## src/rtl/debounce_pkg.sv

```systemverilog
// Shared types and default constants for the input debouncer.
`timescale 1ns/1ps
package debounce_pkg;

  // Qualification FSM: two stable levels, each with a counting state toward the other
  typedef enum logic [1:0] {
    IDLE_LOW  = 2'b00,
    CNT_HIGH  = 2'b01,
    IDLE_HIGH = 2'b10,
    CNT_LOW   = 2'b11
  } state_t;

  localparam int unsigned DEF_SYNC_STAGES   = 2;
  localparam int unsigned DEF_STABLE_CYCLES = 16;

endpackage

```

## src/rtl/input_debouncer_sync_chain.sv

```systemverilog
// Multi-flop synchroniser for a single asynchronous bit; reusable for any async input.
`timescale 1ns/1ps
module sync_chain #(
  parameter int unsigned SYNC_STAGES = 2
) (
  input  logic clk,
  input  logic reset,
  input  logic d_async,
  output logic d_sync
);

  logic [SYNC_STAGES-1:0] r_ff;

  // Shift the raw input through the chain; oldest sample is the synchronised output
  always_ff @(posedge clk or negedge reset) begin
    if (!reset) begin
      r_ff <= '0;
    end else begin
      r_ff <= {r_ff[SYNC_STAGES-2:0], d_async};
    end
  end

  assign d_sync = r_ff[SYNC_STAGES-1];

endmodule

```

## src/rtl/input_debouncer.sv

```systemverilog
// Debounces a raw asynchronous input into a clean level plus rise/fall strobes.
`timescale 1ns/1ps
module input_debouncer
  import debounce_pkg::*;
#(
  parameter int unsigned SYNC_STAGES   = DEF_SYNC_STAGES,
  parameter int unsigned STABLE_CYCLES = DEF_STABLE_CYCLES
) (
  input  logic clk,
  input  logic reset,
  input  logic din,
  input  logic enable,
  output logic dout,
  output logic rise,
  output logic fall,
  output logic busy
);

  localparam int unsigned CNT_W = $clog2(STABLE_CYCLES + 1);
  localparam logic [CNT_W-1:0] CNT_LAST = CNT_W'(STABLE_CYCLES - 1);
  localparam logic [CNT_W-1:0] CNT_ONE  = CNT_W'(1);

  // Reject illegal parameterisations at elaboration
  if (SYNC_STAGES < 2 || SYNC_STAGES > 4) begin : g_bad_sync
    $error("input_debouncer: SYNC_STAGES must be in 2..4");
  end
  if (STABLE_CYCLES < 2) begin : g_bad_stable
    $error("input_debouncer: STABLE_CYCLES must be at least 2");
  end

  logic             w_s;
  state_t           r_state, w_state_nxt;
  logic [CNT_W-1:0] r_cnt, w_cnt_nxt;
  logic             r_dout, w_dout_nxt;
  logic             r_rise, w_rise_nxt;
  logic             r_fall, w_fall_nxt;
  logic             r_busy, w_busy_nxt;

  sync_chain #(
    .SYNC_STAGES(SYNC_STAGES)
  ) u_sync (
    .clk    (clk),
    .reset  (reset),
    .d_async(din),
    .d_sync (w_s)
  );

  // State, counter and all outputs are registered together
  always_ff @(posedge clk or negedge reset) begin
    if (!reset) begin
      r_state <= IDLE_LOW;
      r_cnt   <= '0;
      r_dout  <= 1'b0;
      r_rise  <= 1'b0;
      r_fall  <= 1'b0;
      r_busy  <= 1'b0;
    end else begin
      r_state <= w_state_nxt;
      r_cnt   <= w_cnt_nxt;
      r_dout  <= w_dout_nxt;
      r_rise  <= w_rise_nxt;
      r_fall  <= w_fall_nxt;
      r_busy  <= w_busy_nxt;
    end
  end

  // Next-state logic; enable=0 freezes state/count/level and suppresses strobes
  always_comb begin
    w_state_nxt = r_state;
    w_cnt_nxt   = r_cnt;
    w_dout_nxt  = r_dout;
    w_rise_nxt  = 1'b0;
    w_fall_nxt  = 1'b0;

    if (enable) begin
      case (r_state)
        IDLE_LOW: begin
          if (w_s) begin
            w_state_nxt = CNT_HIGH;
            w_cnt_nxt   = CNT_ONE;
          end
        end
        CNT_HIGH: begin
          if (!w_s) begin
            w_state_nxt = IDLE_LOW;
            w_cnt_nxt   = '0;
          end else if (r_cnt == CNT_LAST) begin
            w_state_nxt = IDLE_HIGH;
            w_cnt_nxt   = '0;
            w_dout_nxt  = 1'b1;
            w_rise_nxt  = 1'b1;
          end else begin
            w_cnt_nxt = r_cnt + CNT_ONE;
          end
        end
        IDLE_HIGH: begin
          if (!w_s) begin
            w_state_nxt = CNT_LOW;
            w_cnt_nxt   = CNT_ONE;
          end
        end
        CNT_LOW: begin
          if (w_s) begin
            w_state_nxt = IDLE_HIGH;
            w_cnt_nxt   = '0;
          end else if (r_cnt == CNT_LAST) begin
            w_state_nxt = IDLE_LOW;
            w_cnt_nxt   = '0;
            w_dout_nxt  = 1'b0;
            w_fall_nxt  = 1'b1;
          end else begin
            w_cnt_nxt = r_cnt + CNT_ONE;
          end
        end
        default: begin
          w_state_nxt = IDLE_LOW;
          w_cnt_nxt   = '0;
        end
      endcase
    end

    w_busy_nxt = (w_state_nxt == CNT_HIGH) || (w_state_nxt == CNT_LOW);
  end

  assign dout = r_dout;
  assign rise = r_rise;
  assign fall = r_fall;
  assign busy = r_busy;

endmodule

```

## config.mk

```make
export PLATFORM = sky130hd
export DESIGN_NAME = input_debouncer
export DESIGN_NICKNAME = d
export VERILOG_FILES = /design/src/rtl/debounce_pkg.sv /design/src/rtl/input_debouncer_sync_chain.sv /design/src/rtl/input_debouncer.sv
export SDC_FILE = /design/constraint.sdc
export NUM_CORES = 1
export LEC_CHECK = 0
export CORE_MARGIN = 10
export CORE_UTILIZATION = 31
export DETAILED_ROUTE_END_ITERATION = 10
export DONT_BUFFER_PORTS = 1
export PLACE_DENSITY = 0.57
export SYNTH_ARGS = -nofsm -noshare
export SYNTH_HDL_FRONTEND = slang
export SYNTH_HIERARCHICAL = 1
export SYNTH_SLANG_ARGS = --single-unit
```

## constraint.sdc

```tcl
create_clock -name clk -period 4.4 [get_ports clk]
set_input_delay 1.1 -clock clk [delete_from_list [all_inputs] [get_ports clk]]
set_output_delay 1.1 -clock clk [all_outputs]
set_load 0.03 [all_outputs]
```

==> results.yml <==
status:
  status: "finished clean"
route:
  drtPass1Iterations: 4
  wire_per_inst_um: 13.9
  drc_errors: 0
  drtIter0Drc: 4
  totalWireLength_um: 901
  ant_nets: 0
  routed_via_density: 5.23
  vias: 340
critical_path:
  reg2reg_depth: 4
  critical_path_class: "register to output pin"
  critical_path_arrival_ps: 870
  critPathLaunchType: "register"
  worstSetupPathDepth: 0
  path_max_fanout: 7
  r2r-start: "r_cnt[0]$_DFFE_PN0P_"
  crit_path_end: "busy"
  critPathRequiredTime_ps: 3300
  reg2reg_setup_slack_ps: 2880
  endpoint_kind: "output pin"
floorplanning:
  start_util: 0.321
  dieArea_sq_um: 3820
  dieHeight_um: 61.8
  core_area_sq_um: 1690
  dieWidth_um: 61.8
  num_rows: 15
  ios: 8
power_and_ir_drop:
  netSwitchingPower_mw: 0.0552
  power_mw: 0.231
  pwr-share-comb: 0.077
  power.leakage_nw: 0.315
  seq_power_share: 0.546
  netSwitchingFraction: 0.239
  clockPowerShare: 0.376
  p_int_mw: 0.176
  irDropWorstVdd_v: 0.0000985
  cellPowerDensity_nw_per_um2: 388
placed_design:
  dpl_worst_slack_ps: 2560
  gp_congestion: 0.788
  dp_hpwl_um: 672
  port_buffers: 0
synthesis:
  synth_top_family_by_area: "simple AND/OR/NAND/NOR gates"
  synthCells: 45
  yosys-top-cells-area: "dfrtp_1, nand4b_4, nand3_1, mux2_4, o21a_1"
  yosysWarnings: 6
  ys_ff_latch: 12
  yosysTopAreaCell: "dfrtp_1"
  syn_nets: 50
  synth.area.mux_share: 0.0670
  synthXorXnorAreaFrac: 0.0162
  synth.avg_cell_area_sq_um: 12.0
  yosys.area_share.simple: 0.169
  syn_area_sq_um: 542
  synth_top_area_frac: 0.554
  ys_seq_area_frac: 0.554
  synthAdderAreaFrac: 0.0231
  synth_compound_area_frac: 0.150
  synth_cell_types: 26
sta:
  fin_ws_ps: 2430
  fin_hold_ws_ps: 353
  period_share: 0.448
  timing.final.hold_violations: 0
  worst_slew_pin_slew_ps: 422
  final.setup.tns_ps: 0
  relSlewSlack: 0.718
  report.final.slew_viol_count: 0
  skew_ps: 0.780
  max_freq_ghz: 0.507
  finalSetupViolCount: 0
  min_period_ps: 1970
  rsz0062_at_grt: "false"
clock_network:
  cts_max_level: 1
  cts_resized: 0
  clkLatencyLatePin_ps: 270
  clk_path_buf_depth: 2
  hold_buffers: 0
  cts-root-buf: "clkbuf_4"
  cts_made_buffers: 3
  clock_sinks: 12
  clkTransAtPathRegs_ps: 80
  cts_tree: "done"
  cts_setup_buffers: 0
global_route:
  grt_max_degree: 13
  overflow: 0
  antenna_found_initial: 0
  grt_pass1_vias: 316
  grt_pass1_wl_mm: 1.44
  grt_usage: 0.0519
worst_hold_path:
  hold_path_class: "register to register"
cells_and_area:
  final_layout_size_suffix_gt1_frac: 0.167
  layout_common_cells: "dfrtp_1, nand3_1, clkbuf_4"
  final_common_cell: "dfrtp_1"
  antennaDiodeCount: 0
  nets: 54
  area_growth_pct: 9.93
  nFillCells: 159
flow_run:
  drv_cap: 0
-- final cells by class --
class	count	area [sq um]	share of cell area
flip-flops and latches	12	300	0.504
inverters	2	7.51	0.0126
clock buffers	4	36.3	0.0609
multi-input cells	30	230	0.387
well taps	17	21.3	0.0357
-- per-layer routing --
metal / vias to the layer above / GRT usage / share of wire
met1: 162 / 0.0548 / 0.41
met5: - / 0 / 0
met2: 8 / 0.0805 / 0.52
met3: 0 / 0.0163 / 0.063
met4: 0 / 0.0478 / 0
li1: 170 / - / -
-- how the worst min path moves through the flow --
stage,from,end,cells past startpoint
after floorplan,u_sync/r_ff[0]$_DFF_PN0_,u_sync/r_ff[1]$_DFF_PN0_,0
after global placement,u_sync/r_ff[0]$_DFF_PN0_,u_sync/r_ff[1]$_DFF_PN0_,0
after detailed placement,u_sync/r_ff[0]$_DFF_PN0_,u_sync/r_ff[1]$_DFF_PN0_,0
after CTS,u_sync/r_ff[0]$_DFF_PN0_,u_sync/r_ff[1]$_DFF_PN0_,0
after global routing,u_sync/r_ff[0]$_DFF_PN0_,u_sync/r_ff[1]$_DFF_PN0_,0
final,u_sync/r_ff[0]$_DFF_PN0_,u_sync/r_ff[1]$_DFF_PN0_,0
-- power by group through the flow --
| stage | sequential (mW) | combinational [mW] | clock [mW] |
|---|---|---|---|
| floorplan | 0.127 | 0.0161 | 0 |
| global placement | 0.128 | 0.0176 | 0 |
| detailed placement | 0.129 | 0.0180 | 0 |
| CTS | 0.126 | 0.0181 | 0.0896 |
| global route | 0.128 | 0.0211 | 0.0967 |
| finish | 0.126 | 0.0179 | 0.0869 |
-- through the flow --
step / area [sq um] / instances / util
after global placement: 559 / 61 / 0.331
final: 596 / 65 / 0.353
after global routing: 596 / 65 / 0.353
after CTS: 596 / 65 / 0.353
after floorplan: 542 / 45 / -
after detailed placement: 559 / 61 / 0.331
-- Yosys cell counts --
cell type,instances
mux2i_1,1
nor2b_1,1
a32o_1,1
and3_1,1
mux2_4,1
nand3_1,3
o21ai_1,1
and2_1,2
a22o_1,1
dfrtp_1,12
nor2_1,1
mux2_2,1
a32o_2,1
nand2_1,2
nand4b_4,1
nor3_1,2
a21oi_1,2
inv_1,2
clkbuf_1,1
ha_1,1
or2_1,1
xor2_1,1
o211ai_1,1
o22a_1,1
o21ai_0,1
o21a_1,2
-- logic make-up after synthesis --
family,count (synthesis)
simple gates,14
flops,12
compound gates,11
buf+inv,3
mux,3
xor+xnor,1
fa+ha+maj,1
Power figures use the tool's default switching activity.
